--- src/rtl/l2_dram_port.sv ---
`default_nettype none
// ============================================================================
// Module   : l2_dram_port
// Purpose  : L2-side initiator for whole-block refills and writebacks, split
//            into SUBBLOCKS beats on the memory port.
// Revision : 1.0 - initial release
// ============================================================================
module l2_dram_port #(
  parameter int ADDR_BITS  = 32,
  parameter int BLOCK_BITS = 512,
  parameter int SUBBLOCKS  = 4,
  parameter int STRB_BITS  = 2
) (
  input  logic                            clk,
  input  logic                            reset,
  input  logic                            req_valid,
  output logic                            req_ready,
  input  logic                            req_we,
  input  logic [ADDR_BITS-1:0]            req_addr,
  input  logic [BLOCK_BITS-1:0]           req_wdata,
  output logic                            resp_valid,
  output logic                            resp_we,
  output logic [BLOCK_BITS-1:0]           resp_rdata,
  output logic [ADDR_BITS-1:0]            mem_addr,
  output logic                            mem_en,
  output logic                            mem_we,
  output logic [STRB_BITS-1:0]            mem_wstrb,
  output logic [BLOCK_BITS/SUBBLOCKS-1:0] mem_wdata,
  input  logic [STRB_BITS-1:0]            mem_rstrb,
  input  logic [BLOCK_BITS/SUBBLOCKS-1:0] mem_rdata,
  input  logic                            mem_dready,
  input  logic                            mem_accR,
  input  logic                            mem_accW
);

  localparam int c_BEAT_BITS = BLOCK_BITS / SUBBLOCKS;
  localparam int c_OFF_BITS  = $clog2(BLOCK_BITS / 8);
  localparam logic [ADDR_BITS-1:0] c_ALIGN_MASK =
    ~(ADDR_BITS'((1 << c_OFF_BITS) - 1));
  localparam logic [STRB_BITS-1:0] c_LAST_BEAT = STRB_BITS'(SUBBLOCKS - 1);

  typedef enum logic [2:0] {
    S_IDLE     = 3'd0,
    S_RD_REQ   = 3'd1,
    S_RD_DATA  = 3'd2,
    S_WR_WAIT  = 3'd3,
    S_WR_BURST = 3'd4,
    S_RESP     = 3'd5
  } state_t;

  state_t                 r_state;
  state_t                 w_next;
  logic                   r_we;
  logic [ADDR_BITS-1:0]   r_addr;
  logic [BLOCK_BITS-1:0]  r_wdata;
  logic [BLOCK_BITS-1:0]  r_rbuf;
  logic [BLOCK_BITS-1:0]  r_rdata;
  logic [BLOCK_BITS-1:0]  w_rmerged;
  logic [STRB_BITS-1:0]   r_wcnt;
  logic [c_BEAT_BITS-1:0] w_wbeat [SUBBLOCKS];
  logic                   w_accept;
  logic                   w_rd_beat;
  logic                   w_rd_last;

  assign w_accept  = (r_state == S_IDLE) && req_valid;
  assign w_rd_beat = (r_state == S_RD_DATA) && mem_dready;
  assign w_rd_last = w_rd_beat && (mem_rstrb == c_LAST_BEAT);

  // Beat views of the block: write slices by index, and the read buffer
  // with the incoming beat dropped into the slot named by mem_rstrb.
  for (genvar g = 0; g < SUBBLOCKS; g++) begin : g_beat
    assign w_wbeat[g] = r_wdata[g*c_BEAT_BITS +: c_BEAT_BITS];
    assign w_rmerged[g*c_BEAT_BITS +: c_BEAT_BITS] =
      (mem_rstrb == STRB_BITS'(g)) ? mem_rdata : r_rbuf[g*c_BEAT_BITS +: c_BEAT_BITS];
  end

  always_ff @(posedge clk) begin
    if (!reset) begin
      r_state <= S_IDLE;
    end else begin
      r_state <= w_next;
    end
  end

  always_comb begin
    w_next     = r_state;
    req_ready  = 1'b0;
    resp_valid = 1'b0;
    mem_en     = 1'b0;
    mem_we     = 1'b0;
    case (r_state)
      S_IDLE: begin
        req_ready = 1'b1;
        if (req_valid) begin
          w_next = req_we ? S_WR_WAIT : S_RD_REQ;
        end
      end
      S_RD_REQ: begin
        // The request pulse is issued only in the cycle memory takes it.
        if (mem_accR) begin
          mem_en = 1'b1;
          w_next = S_RD_DATA;
        end
      end
      S_RD_DATA: begin
        if (w_rd_last) begin
          w_next = S_RESP;
        end
      end
      S_WR_WAIT: begin
        if (mem_accW) begin
          w_next = S_WR_BURST;
        end
      end
      S_WR_BURST: begin
        mem_we = 1'b1;
        if (r_wcnt == c_LAST_BEAT) begin
          w_next = S_RESP;
        end
      end
      S_RESP: begin
        resp_valid = 1'b1;
        w_next     = S_IDLE;
      end
      default: begin
        w_next = S_IDLE;
      end
    endcase
  end

  always_ff @(posedge clk) begin
    if (!reset) begin
      r_we    <= 1'b0;
      r_addr  <= '0;
      r_wdata <= '0;
      r_rbuf  <= '0;
      r_rdata <= '0;
      r_wcnt  <= '0;
    end else begin
      if (w_accept) begin
        r_we    <= req_we;
        r_addr  <= req_addr;
        r_wdata <= req_wdata;
        r_wcnt  <= '0;
      end
      if (w_rd_beat) begin
        r_rbuf <= w_rmerged;
      end
      // Published copy changes only when a refill completes.
      if (w_rd_last) begin
        r_rdata <= w_rmerged;
      end
      if (r_state == S_WR_BURST) begin
        r_wcnt <= r_wcnt + STRB_BITS'(1);
      end
    end
  end

  assign mem_addr   = r_addr & c_ALIGN_MASK;
  assign mem_wstrb  = r_wcnt;
  assign mem_wdata  = mem_we ? w_wbeat[r_wcnt] : '0;
  assign resp_we    = resp_valid & r_we;
  assign resp_rdata = r_rdata;

endmodule
`default_nettype wire
--- config.mk ---
export PLATFORM = sky130hd
export DESIGN_NAME = l2_dram_port
export DESIGN_NICKNAME = d
export VERILOG_FILES = /design/src/rtl/l2_dram_port.sv
export SDC_FILE = /design/constraint.sdc
export NUM_CORES = 2
export LEC_CHECK = 0
export BUFFER_PORTS_ARGS = -buffer_cell sky130_fd_sc_hd__buf_2
export CORE_AREA = 2 2 532 534
export CTS_CLUSTER_DIAMETER = 60
export DETAILED_ROUTE_END_ITERATION = 8
export DIE_AREA = 0 0 534 536
export HOLD_SLACK_MARGIN = 0.15
export PLACE_DENSITY = 0.37
export SLEW_MARGIN = 15
export SYNTH_ARGS = -nofsm -noshare
export SYNTH_HDL_FRONTEND = slang
export SYNTH_SLANG_ARGS = --single-unit
--- constraint.sdc ---
create_clock -name clk -period 4.5 [get_ports clk]
set_input_delay 0.225 -clock clk [delete_from_list [all_inputs] [get_ports clk]]
set_output_delay 0.225 -clock clk [all_outputs]
set_load 0.005 [all_outputs]
==> metrics.cfg <==
[routing]
wl_per_cell_um = 21.0
drt-initial-drc-count = 2959
routed_wl_um = 261000
num_vias = 52900
viasPerCell = 4.25
remaining_drc_errors = 0
ant_nets = 1
drtPass1Iterations = 5

[floorplan]
fp.dieH_um = 536
fp.dieW_um = 534
die-area_mm2 = 0.286
core-area_mm2 = 0.281
start_util_pct = 20.0
rows = 195
ioPinCount = 1360

[clock_tree]
ctsResizeCount = 0
clk_path_buf_depth = 4
clk_pin_slew_ns = 0.05
root_buffer = clkbuf_16
cts_buffers = 190
clock_sinks = 1440
hold_buffers = 946
htree_levels = 4
insertion_delay_ns = 0.87
cts_setup_buffers = 0
cts_tree = built

[finish]
nets = 9177
fin_cells = 12400
fin_util_pct = 29.2
synthToLayoutAreaGrowth_pct = 45.6
layout-drive-gt1-share_pct = 21.6
finalInstanceArea_mm2 = 0.0820

[global_routing]
grt_overflow_total = 0
grt_max_degree = 209
grt_pass1_vias = 52000
grt_pass1_wl_um = 373000
grt_usage_pct = 17.4
antenna_found_initial = 65

[sta]
setup_tns_ns = 0
layout_min_cycle_time_ns = 3.32
period_share_pct = 73.7
tightest_slew_ns = 1.01
slew_headroom_pct = 32.4
setup_viol = 0
holdWs_ns = 0.215
finClkSkew_ns = 0.0797
slew_viol_final = 0
max_freq_mhz = 301
hold_viol = 0
rsz0062_at_grt = false

[placed_design]
placed_area_mm2 = 0.0662
dp_hpwl_um = 183000
dp.cells = 11100
gp_congestion = 0.837
io_buffers = 1347

[logic_synthesis]
ys_types = 32
synth_area_leader_cell = dfxtp_1
synth_common_cells = nand2_1, dfxtp_1, a21boi_1, nand3_1, o21ai_0
ys_ff_latch = 1440
syn_avg_cell_area_um2 = 8.71
synth-edff-count = 0
synthCells = 6465
synth_warnings = 0
yosysSeqAreaShare_pct = 51.2
synth_top_area_share_pct = 51.2
synth.most_common_cell = nand2_1
synth_area_mm2 = 0.0563
synth.area.top_cells = dfxtp_1, nand2_1, a21boi_1, mux4_2, a21boi_0
ys.flop_type = dfxtp_1
async_flop_share_pct = 0

[status]
outcome = complete, but fails checks
violations = antenna violations

[min_path]
worstHoldPathType = input pin to flip-flop

[job]
max_cap_violations = 0

[critical_path]
crit_fanout = 59
criticalPathCategory = flip-flop to output pin
endpoint_kind = output pin
critPathRequiredTime_ns = 4.28
critPathArrivalTime_ns = 3.09
start_kind = flip-flop

[power_and_ir_drop]
peakVddDrop_uv = 498
p_leak_uw = 0.0320
powerDensity_mw_per_mm2 = 448

==> through the flow <==
step	power [uW]	worst slack [ns]
5_1_grt	38600	1.00
3_3_place_gp	20900	1.69
4_1_cts	37300	1.07
6_report	36700	1.18
3_5_place_dp	21000	1.60
2_1_floorplan	19100	2.68
==> logic make-up after synthesis <==
family / synth area share [%]
compound gates: 18.1
simple gates: 20.6
other cells: 0.00666
flops: 51.2
buf+inv: 4.92
fa+ha+maj: 0.0222
mux: 5.17
==> metal layers <==
metal  vias to the layer above  GRT usage, %  wire, um
met5                         -             0       194
met4                        30          5.73      9210
met3                       450          5.60     20900
met2                      1413          28.3    118000
met1                     25500          21.8    113000
li1                      25400             -         -
==> final cells by class <==
class,count,area [um2]
Antenna cell,45,113
Clock buffer,271,5450
Clock inverter,71,763
Fill cell,30300,199000
Inverter,1,3.75
Multi-Input combinational cell,4480,24800
Sequential cell,1440,28800
Tap cell,3743,4680
Timing Repair Buffer,2382,17300
==> report_power, final <==
part           internal (uW)  switching, uW
clock                   9060           6220
sequential             13900            730
combinational           2650           4110
==> critical path, stage by stage (launching register included) <==
cell	delay, ns
dfxtp_1	0.61
or3b_4	0.76
buf_12	0.37
nor2b_1	0.26
buf_2	0.22
==> state kept, by name (all words and copies together) (netlist names) <==
signal	flops
r_wdata	512
r_state	3
resp_rdata	512
r_addr	26
r_we	1
mem_wstrb	2
r_rbuf	384
==> cell usage in the layout (no fill, tap or decap), types with 2 or more instances in the layout <==
master and n:
nand2_1 2490, dfxtp_1 1438, buf_2 1346, a21boi_1 964, dlygate4sd3_1 946, nand3_1 259
o21ai_0 258, a21boi_0 217, clkbuf_16 196, nor2b_1 129, mux4_2 128, buf_4 53
clkbuf_1 49, diode_2 45, clkinv_2 36, buf_12 36, clkbuf_8 26, bufinv_16 11
inv_6 7, conb_1 6, clkinv_4 6, clkinvlp_4 5, nand3b_1 4, nor2_1 4
mux2i_1 3, clkinv_8 3, and2_1 2, inv_8 2, dfxtp_4 2
==> path summary, 6_finish.rpt <==
path | startpoint | endpoint | slack (ns) | cells past startpoint
worst max-delay path | r_state[2] | mem_wdata[73] | 1.18 | 4
worst max register to register | r_state[1] | resp_rdata[439] | 1.42 | 6
worst min-delay path | req_wdata[44] | r_wdata[44] | 0.22 | 4
worst min register to register | r_rbuf[379] | resp_rdata[379] | 0.42 | 2
No activity file was read; power rests on OpenSTA's default activity.
